--- src/rtl/fetch_ctrl_if.sv ---
// Instruction-memory request/response bus between the fetch controller and memory.
// The request side holds req/addr until ack; rdata is valid in the ack cycle.
interface fetch_ctrl_if;
  logic        imem_req;
  logic [31:0] imem_addr;
  logic        imem_ack;
  logic [31:0] imem_rdata;

  modport master (
    output imem_req,
    output imem_addr,
    input  imem_ack,
    input  imem_rdata
  );

  modport slave (
    input  imem_req,
    input  imem_addr,
    output imem_ack,
    output imem_rdata
  );
endinterface

--- src/rtl/fetch_ctrl.sv ---
// Instruction fetch controller: one outstanding word request, a single-entry
// instruction register toward decode, and redirect handling that never withdraws a request.
module fetch_ctrl #(
  parameter logic [31:0] RESET_PC = 32'h0000_0000
) (
  input  logic                clk,
  input  logic                rst_n,
  fetch_ctrl_if.master        imem,
  input  logic [31:0]         pred_pc,
  input  logic                redirect,
  input  logic [31:0]         redirect_pc,
  input  logic                stall,
  output logic                inst_valid,
  output logic [31:0]         inst,
  output logic [31:0]         inst_pc,
  output logic [31:0]         pc_nb
);

  localparam logic [31:0] Nop       = 32'h0000_0013;
  localparam logic [31:0] ResetPcAl = {RESET_PC[31:2], 2'b00};

  typedef enum logic [1:0] {
    StIdle,
    StFetch,
    StValid,
    StFlush
  } state_e;

  state_e      state_q, state_d;
  logic [31:0] pc_q, pc_d;
  logic        req_q, req_d;
  logic [31:0] addr_q, addr_d;
  logic        valid_q, valid_d;
  logic [31:0] inst_q, inst_d;
  logic [31:0] inst_pc_q, inst_pc_d;

  logic [31:0] redirect_pc_al;
  logic [31:0] pred_pc_al;

  assign redirect_pc_al = {redirect_pc[31:2], 2'b00};
  assign pred_pc_al     = {pred_pc[31:2], 2'b00};

  always_comb begin
    state_d   = state_q;
    pc_d      = pc_q;
    req_d     = req_q;
    addr_d    = addr_q;
    valid_d   = valid_q;
    inst_d    = inst_q;
    inst_pc_d = inst_pc_q;

    unique case (state_q)
      StIdle: begin
        state_d = StFetch;
        req_d   = 1'b1;
        addr_d  = pc_q;
      end

      StFetch: begin
        if (redirect) begin
          pc_d = redirect_pc_al;
          if (imem.imem_ack) begin
            // Response belongs to the wrong path: drop it and issue the new address.
            addr_d = redirect_pc_al;
          end else begin
            // Request stays up on the old address until memory answers it.
            state_d = StFlush;
          end
        end else if (imem.imem_ack) begin
          state_d   = StValid;
          req_d     = 1'b0;
          valid_d   = 1'b1;
          inst_d    = imem.imem_rdata;
          inst_pc_d = addr_q;
        end
      end

      StValid: begin
        if (redirect) begin
          state_d = StFetch;
          pc_d    = redirect_pc_al;
          req_d   = 1'b1;
          addr_d  = redirect_pc_al;
          valid_d = 1'b0;
        end else if (!stall) begin
          state_d = StFetch;
          pc_d    = pred_pc_al;
          req_d   = 1'b1;
          addr_d  = pred_pc_al;
          valid_d = 1'b0;
        end
      end

      StFlush: begin
        if (redirect) begin
          pc_d = redirect_pc_al;
        end
        // An ack coinciding with a redirect still retires the stale request,
        // otherwise FLUSH would wait for an ack that never comes.
        if (imem.imem_ack) begin
          state_d = StFetch;
          addr_d  = redirect ? redirect_pc_al : pc_q;
        end
      end

      default: begin
        state_d = StIdle;
        req_d   = 1'b0;
        valid_d = 1'b0;
      end
    endcase
  end

  always_ff @(posedge clk or negedge rst_n) begin
    if (!rst_n) begin
      state_q   <= StIdle;
      pc_q      <= ResetPcAl;
      req_q     <= 1'b0;
      addr_q    <= ResetPcAl;
      valid_q   <= 1'b0;
      inst_q    <= Nop;
      inst_pc_q <= ResetPcAl;
    end else begin
      state_q   <= state_d;
      pc_q      <= pc_d;
      req_q     <= req_d;
      addr_q    <= addr_d;
      valid_q   <= valid_d;
      inst_q    <= inst_d;
      inst_pc_q <= inst_pc_d;
    end
  end

  assign imem.imem_req  = req_q;
  assign imem.imem_addr = addr_q;
  assign inst_valid     = valid_q;
  assign inst           = inst_q;
  assign inst_pc        = inst_pc_q;
  assign pc_nb          = inst_pc_q + 32'd4;

endmodule

--- src/flat_wrapper.sv ---
// flat-port wrapper written by rule: the top's interface ports become plain ports
module fetch_ctrl_flat 
#(
  parameter logic [31:0] RESET_PC = 32'h0000_0000
)
  (clk, rst_n, pred_pc, redirect, redirect_pc, stall, inst_valid, inst, inst_pc, pc_nb, imem_imem_req, imem_imem_addr, imem_imem_ack, imem_imem_rdata);
  fetch_ctrl_if imem_i ();
  input  logic clk;
  input  logic rst_n;
  input  logic [31:0] pred_pc;
  input  logic redirect;
  input  logic [31:0] redirect_pc;
  input  logic stall;
  output logic inst_valid;
  output logic [31:0] inst;
  output logic [31:0] inst_pc;
  output logic [31:0] pc_nb;
  output wire logic [$bits(imem_i.imem_req)-1:0] imem_imem_req;
  output wire logic [$bits(imem_i.imem_addr)-1:0] imem_imem_addr;
  input wire logic [$bits(imem_i.imem_ack)-1:0] imem_imem_ack;
  input wire logic [$bits(imem_i.imem_rdata)-1:0] imem_imem_rdata;
  assign imem_imem_req = imem_i.imem_req;
  assign imem_imem_addr = imem_i.imem_addr;
  assign imem_i.imem_ack = imem_imem_ack;
  assign imem_i.imem_rdata = imem_imem_rdata;
  fetch_ctrl #(.RESET_PC(RESET_PC)) u_core (.clk(clk), .rst_n(rst_n), .imem(imem_i), .pred_pc(pred_pc), .redirect(redirect), .redirect_pc(redirect_pc), .stall(stall), .inst_valid(inst_valid), .inst(inst), .inst_pc(inst_pc), .pc_nb(pc_nb));
endmodule
--- config.mk ---
export PLATFORM = sky130hd
export DESIGN_NAME = fetch_ctrl_flat
export DESIGN_NICKNAME = d
export VERILOG_FILES = /design/src/rtl/fetch_ctrl_if.sv /design/src/rtl/fetch_ctrl.sv /design/src/flat_wrapper.sv
export SDC_FILE = /design/constraint.sdc
export NUM_CORES = 1
export LEC_CHECK = 0
export ABC_AREA = 1
export CORE_MARGIN = 2
export CORE_UTILIZATION = 40
export DETAILED_ROUTE_END_ITERATION = 8
export GPL_TIMING_DRIVEN = 0
export HOLD_SLACK_MARGIN = 0.03
export MAX_ROUTING_LAYER = met4
export PLACE_DENSITY_LB_ADDON = 0.3
export REMOVE_ABC_BUFFERS = 1
export SYNTH_ARGS = -nofsm -noshare
export SYNTH_HDL_FRONTEND = slang
export SYNTH_SLANG_ARGS = --single-unit
--- constraint.sdc ---
create_clock -name clk -period 1.4 [get_ports clk]
set_input_delay 0.28 -clock clk [delete_from_list [all_inputs] [get_ports clk]]
set_output_delay 0.28 -clock clk [all_outputs]
set_load 0.05 [all_outputs]
Yosys cells after proc, flatten, opt, wreduce, memory -nomap -nowiden
Index checks and enable logic that the tools add are counted.
{"block": "op_classes", "eq_ne": 10, "n_shift": 0, "n_addsub": 1, "div": 0, "mux": 25, "order_cmp": 0, "mul": 0, "bitwise_logic": 1, "n_reduce_logical": 11}
{"op": "$mux W32", "count": 6}
{"op": "$pmux W32 S4", "count": 1}
{"op": "$pmux W32 S2", "count": 1}
{"op": "$add A32 B3 Y32 const B", "count": 1}
{"op": "$reduce_and A4 Y1", "count": 4}
{"op": "$mux W2", "count": 6}
{"op": "$ne A3 B3 Y1 const B", "count": 3}
{"op": "$mux W1", "count": 8}
{"op": "$ne A2 B2 Y1 const B", "count": 4}
{"op": "$pmux W2 S4", "count": 1}
{"op": "$eq A2 B2 Y1 const B", "count": 2}
{"op": "$reduce_bool A2 Y1", "count": 2}
{"op": "$pmux W1 S3", "count": 1}
{"op": "$reduce_and A3 Y1", "count": 1}
{"op": "$reduce_bool A3 Y1", "count": 1}
{"op": "$eq A2 B1 Y1 const B", "count": 1}
{"op": "$logic_not A2 Y1", "count": 1}
{"op": "$pmux W1 S2", "count": 1}
{"op": "$reduce_and A2 Y1", "count": 1}
{"op": "$reduce_or A2 Y1", "count": 1}
{"op": "$not A1 Y1", "count": 1}
{"block": "totals", "input_bits": 101, "romBits": 0, "ff_bits": 132, "memories": 0, "mem_bits_rw": 0, "latchBits": 0}

Longest topological paths before layout
{"block": "logic_depth", "word_depth": 4, "depth_mapped": 10}

Least setup slack after synthesis
No wires, ideal clock.
{"block": "synth_path", "path_type": "reg2out", "from": "register u_core.inst_pc_q[2] (netlist: u_core.inst_pc[2])", "to": "output port pc_nb[15]", "t_required_ns": 1.120, "arrival_ns": 2.366, "stages_incl_launch_ff": 6, "path_buffers": 0, "slack_ns": -1.246, "cell_sequence": "dfrtp_1 > inv_1 > nor2_4 > nand2_1 > nor2_2 > xor2_1"}
{"block": "synth_between", "elab_chain_len": 1}
{"item": "start, declared", "line": "fetch_ctrl.sv:35", "source": "logic [31:0] inst_pc_q, inst_pc_d;"}
{"item": "start signal, assigned", "line": "fetch_ctrl.sv:122", "source": "inst_pc_q <= ResetPcAl;"}
{"item": "start signal, assigned", "line": "fetch_ctrl.sv:130", "source": "inst_pc_q <= inst_pc_d;"}
{"item": "$add A32 B3 Y32", "line": "fetch_ctrl.sv:139", "source": "assign pc_nb = inst_pc_q + 32'd4;"}
{"item": "end, declared", "line": "flat_wrapper.sv:17", "source": "output logic [31:0] pc_nb;"}
No other way between the ends.

Final worst setup path
{"block": "layout_path", "from": "register u_core.inst_pc_q[3] (netlist: u_core.inst_pc[3])", "to": "output port pc_nb[11]"}
The elaborated chain is that of the path after synthesis.

==> metrics.md <==
| Metric | Value |
|---|---|
| # DRC | 0 |
| Vias/cell | slightly below 6 |
| Vias in the first global route | 8970 |
| CTS Sinks | around 130 |
| # rows | a little under 50 |
| Leak pwr | between 6 and 7 nW |
| Max transition margin | 0.521 |
| Reg-to-reg critical path startpoint | u_core.state_q[0] |
| Clock H-tree levels | 4 |
| Total CTS buffers | 17 |
| Tcrit/Tclk final | 1.56 |
| Failing checks | negative setup slack |
| Cell Area, Placed | approximately 9700 um2 |
| Clock Pin Slew Worst Setup and Hold Paths | 60 ps |
| Die Ht | 140 um |
| Period minus WS final | 2190 ps |
| CP Data Required Time | ~1100 ps |
| Yosys cell types | 30 |
| Post-Syn Area | about 7400 um2 |
| Worst VDD drop | between 1 and 1.5 mV |
| Die Wd | around 140 um |
| Starting Density | 0.411 |
| Met1 Track Usage GR | 0.428 |
| Top cells by count, synth | nand2_1 (562), dfrtp_1 (129), nor2_1 (117) |
| Non-filler cells, final | approximately 1.7k |
| Hold Startpoint | redirect |
| Root buf cell | clkbuf_16 |
| DRT antenna net count | 0 |
| End of the worst hold path | u_core.pc_q[28] |
| Total routed wirelength | 38200 um |
| Gr usage total | 0.345 |
| Final setup viols | roughly 190 |
| Initial antenna violation count | 0 |
| Number of flops mapped to enable cells by yosys | 0 |
| Worst Hold Depth | 3 |
| CTS max path bufs | 2 |
| Clock Skews | approximately 17 ps |
| Largest net degree at the start of global routing | 96 |
| Worst-Skew Late Latency | about 440 ps |
| Reg2reg end | u_core.pc_q[12] |
| Post-DP HPWL | between 15000 and 20000 um |
| F_max | ~460 MHz |
| Fin area | 14000 um2 |
| R2R depth | 7 |
| Area grow syn2layout | 87.6% |
| Share of layout cells above drive strength 1 | 0.474 |
| Max cap viols | 0 |
| Die ar. | slightly below 20000 um2 |
| Multi-input gate area | ~5400 um2 |
| Power Dens Cells | between 2000 and 2500 nW/um2 |
| Syn Inst Count | around 1.1k |
| Post-synth ARST share | 1.00 |
| Met3 Use GR | 0.0656 |
| Synth Flop Type | dfrtp_1 |
| Total number of vias | around 10k |
| Crit. End Element | output port |
| Top Ports | between 200 and 250 |
| Largest cells by area after synthesis | dfrtp_1 (43%), nand2_1 (28%), nor2_1 (5.9%), o21ai_0 (3.0%), nand3_1 (2.2%) |
| Final WS setup | -790 ps |
| Worst R2R Setup Slack | -490 ps |
| Inserted Diodes | 0 |
| Syn Area/Cell | 6.89 um2 |
| Reg area | approximately 3400 um2 |
| Grt ovf | 0 |
| Fin Hold WS | ~290 ps |
| Worst slew pin tran | around 710 ps |
| Max Transition Viols Final | 0 |
| Setup Crit Path Kind | reg -> out |
| DRT iter0 DRCs | 975 |
| Cell accounting for the most synthesized area | dfrtp_1 |
| Crit path max fanout | 5 |
| Hold Vio Cnt, Final | 0 |
| Startpoint Class | register |
| Seq/Total Area, Yosys | 0.445 |
| Fillers | about 1.1k |
| Yosys warning count | 0 |
| Met2 global-route usage | 0.535 |
| Buffers on Ports | roughly 230 |
| Pre-Repair DR Iteration Count | 6 |
| Worst EP arrival | 1910 ps |
| First-pass GRT wire length | approximately 51000 um |
| Top-count cell post-synth | nand2_1 |
| RD Place Congestion | a little over 0.9 |
| CTS tree | yes |
| Placed instance count | ~1.5k |
| Fin nets | 1561 |
| DR WL/cell | ~22 um |
| Gr busiest metal | met2 |
| Status | finished, violations left |
| Flops & latches, synth | between 100 and 150 |
| Core area | approximately 18000 um2 |
| Worst min path class | in -> reg |
| Synth top area share | 0.434 |
| RSZ-0062 raised after global routing | true |
-- state kept, by name, summed over array words and instances, names as in the netlist --
signal	cells
u_core.imem.imem_addr	32
u_core.inst	32
u_core.inst_pc	32
u_core.pc_q	32
u_core.state_q	2
u_core.imem.imem_req	1
u_core.inst_valid	1
-- layer usage --
layer / vias to the layer above / part of all wire
li1: 4196 / -
met1: 4604 / 0.36
met2: 805 / 0.47
met3: 250 / 0.10
met4: 0 / 0.076
met5: - / 0
-- final cells by class --
type | count | area share
clock buffers | 19 | 0.0310
clock inverters | 13 | 0.0132
inverters | 46 | 0.0168
multi-input cells | 872 | 0.387
flip-flops and latches | 132 | 0.241
well taps | 229 | 0.0205
repair buffers | 382 | 0.279
repair inverters | 8 | 0.0126
-- logic make-up after synthesis --
kind of cell,after synthesis,share of synthesized area
buf+inv,96,0.0641
flops,132,0.445
fa+ha+maj,1,0.00168
simple gates,752,0.410
compound gates,84,0.0629
xor+xnor,14,0.0165
-- worst max-delay path, cell delays in order, from the launching register on --
cell and delay (ps):
dfrtp_2 420, nand2_2 110, nor2_4 220, nand2_4 120, nor2_4 150, xor2_1 210, buf_4 240
-- cells in the final DEF (no fill, tap or decap), types with 17 or more instances in the layout --
cell type and instances:
buf_4 109, nor2_4 41, buf_8 21, buf_12 21
nand2_2 110, nand2_4 68, o21ai_0 17, clkdlybuf4s50_1 93
o21ai_2 17, nand2_1 388, inv_1 33, nand3_1 22
nor2_2 38, nor2_1 43, buf_2 39, dfrtp_1 93
clkbuf_16 19, dfrtp_2 34, buf_6 75
-- where the power goes --
group / switching (W) / internal (W) / total [W] / leakage, nW
registers: 0.00219 / 0.00558 / 0.00776 / 1.57
logic: 0.0143 / 0.00787 / 0.0222 / 5.01
clock network: 0.00185 / 0.00298 / 0.00483 / 0.293
total: 0.0183 / 0.0164 / 0.0348 / 6.88
-- worst max path at each step --
| stage | start | to | slack [ps] | cells after the start |
|---|---|---|---|---|
| after floorplan | u_core.state_q[0] | u_core.inst_pc[20] | -2110 | 5 |
| after global placement | rst_n | u_core.inst[17] | -5430 | 1 |
| after detailed placement | redirect | u_core.inst_pc[20] | -3250 | 6 |
| after CTS | u_core.inst_pc[2] | pc_nb[11] | -690 | 6 |
| after global routing | u_core.inst_pc[2] | pc_nb[11] | -820 | 6 |
| final | u_core.inst_pc[3] | pc_nb[11] | -790 | 6 |
-- through the flow --
step	setup WS, ps	setup TNS [ps]	total power (W)	util
after CTS	-692	-38960	0.0306	0.677
after floorplan	-2110	-213310	0.0167	-
after global placement	-5430	-1161970	0.0221	0.535
final	-790	-58440	0.0348	0.771
after global routing	-820	-61830	0.0359	0.771
after detailed placement	-3250	-376960	0.0223	0.538
-- timing repair --
item / 4_1_cts / 5_1_grt
gates resized for setup: 1045 / 375
endpoints found under the hold margin: 37 / 0
hold buffers: 1 / 0
endpoints found under the setup margin: 262 / 209
setup buffers: 100 / 46
pin swaps: 85 / 114
cloned: 31 / 5
(Power assumes the default switching activity.)
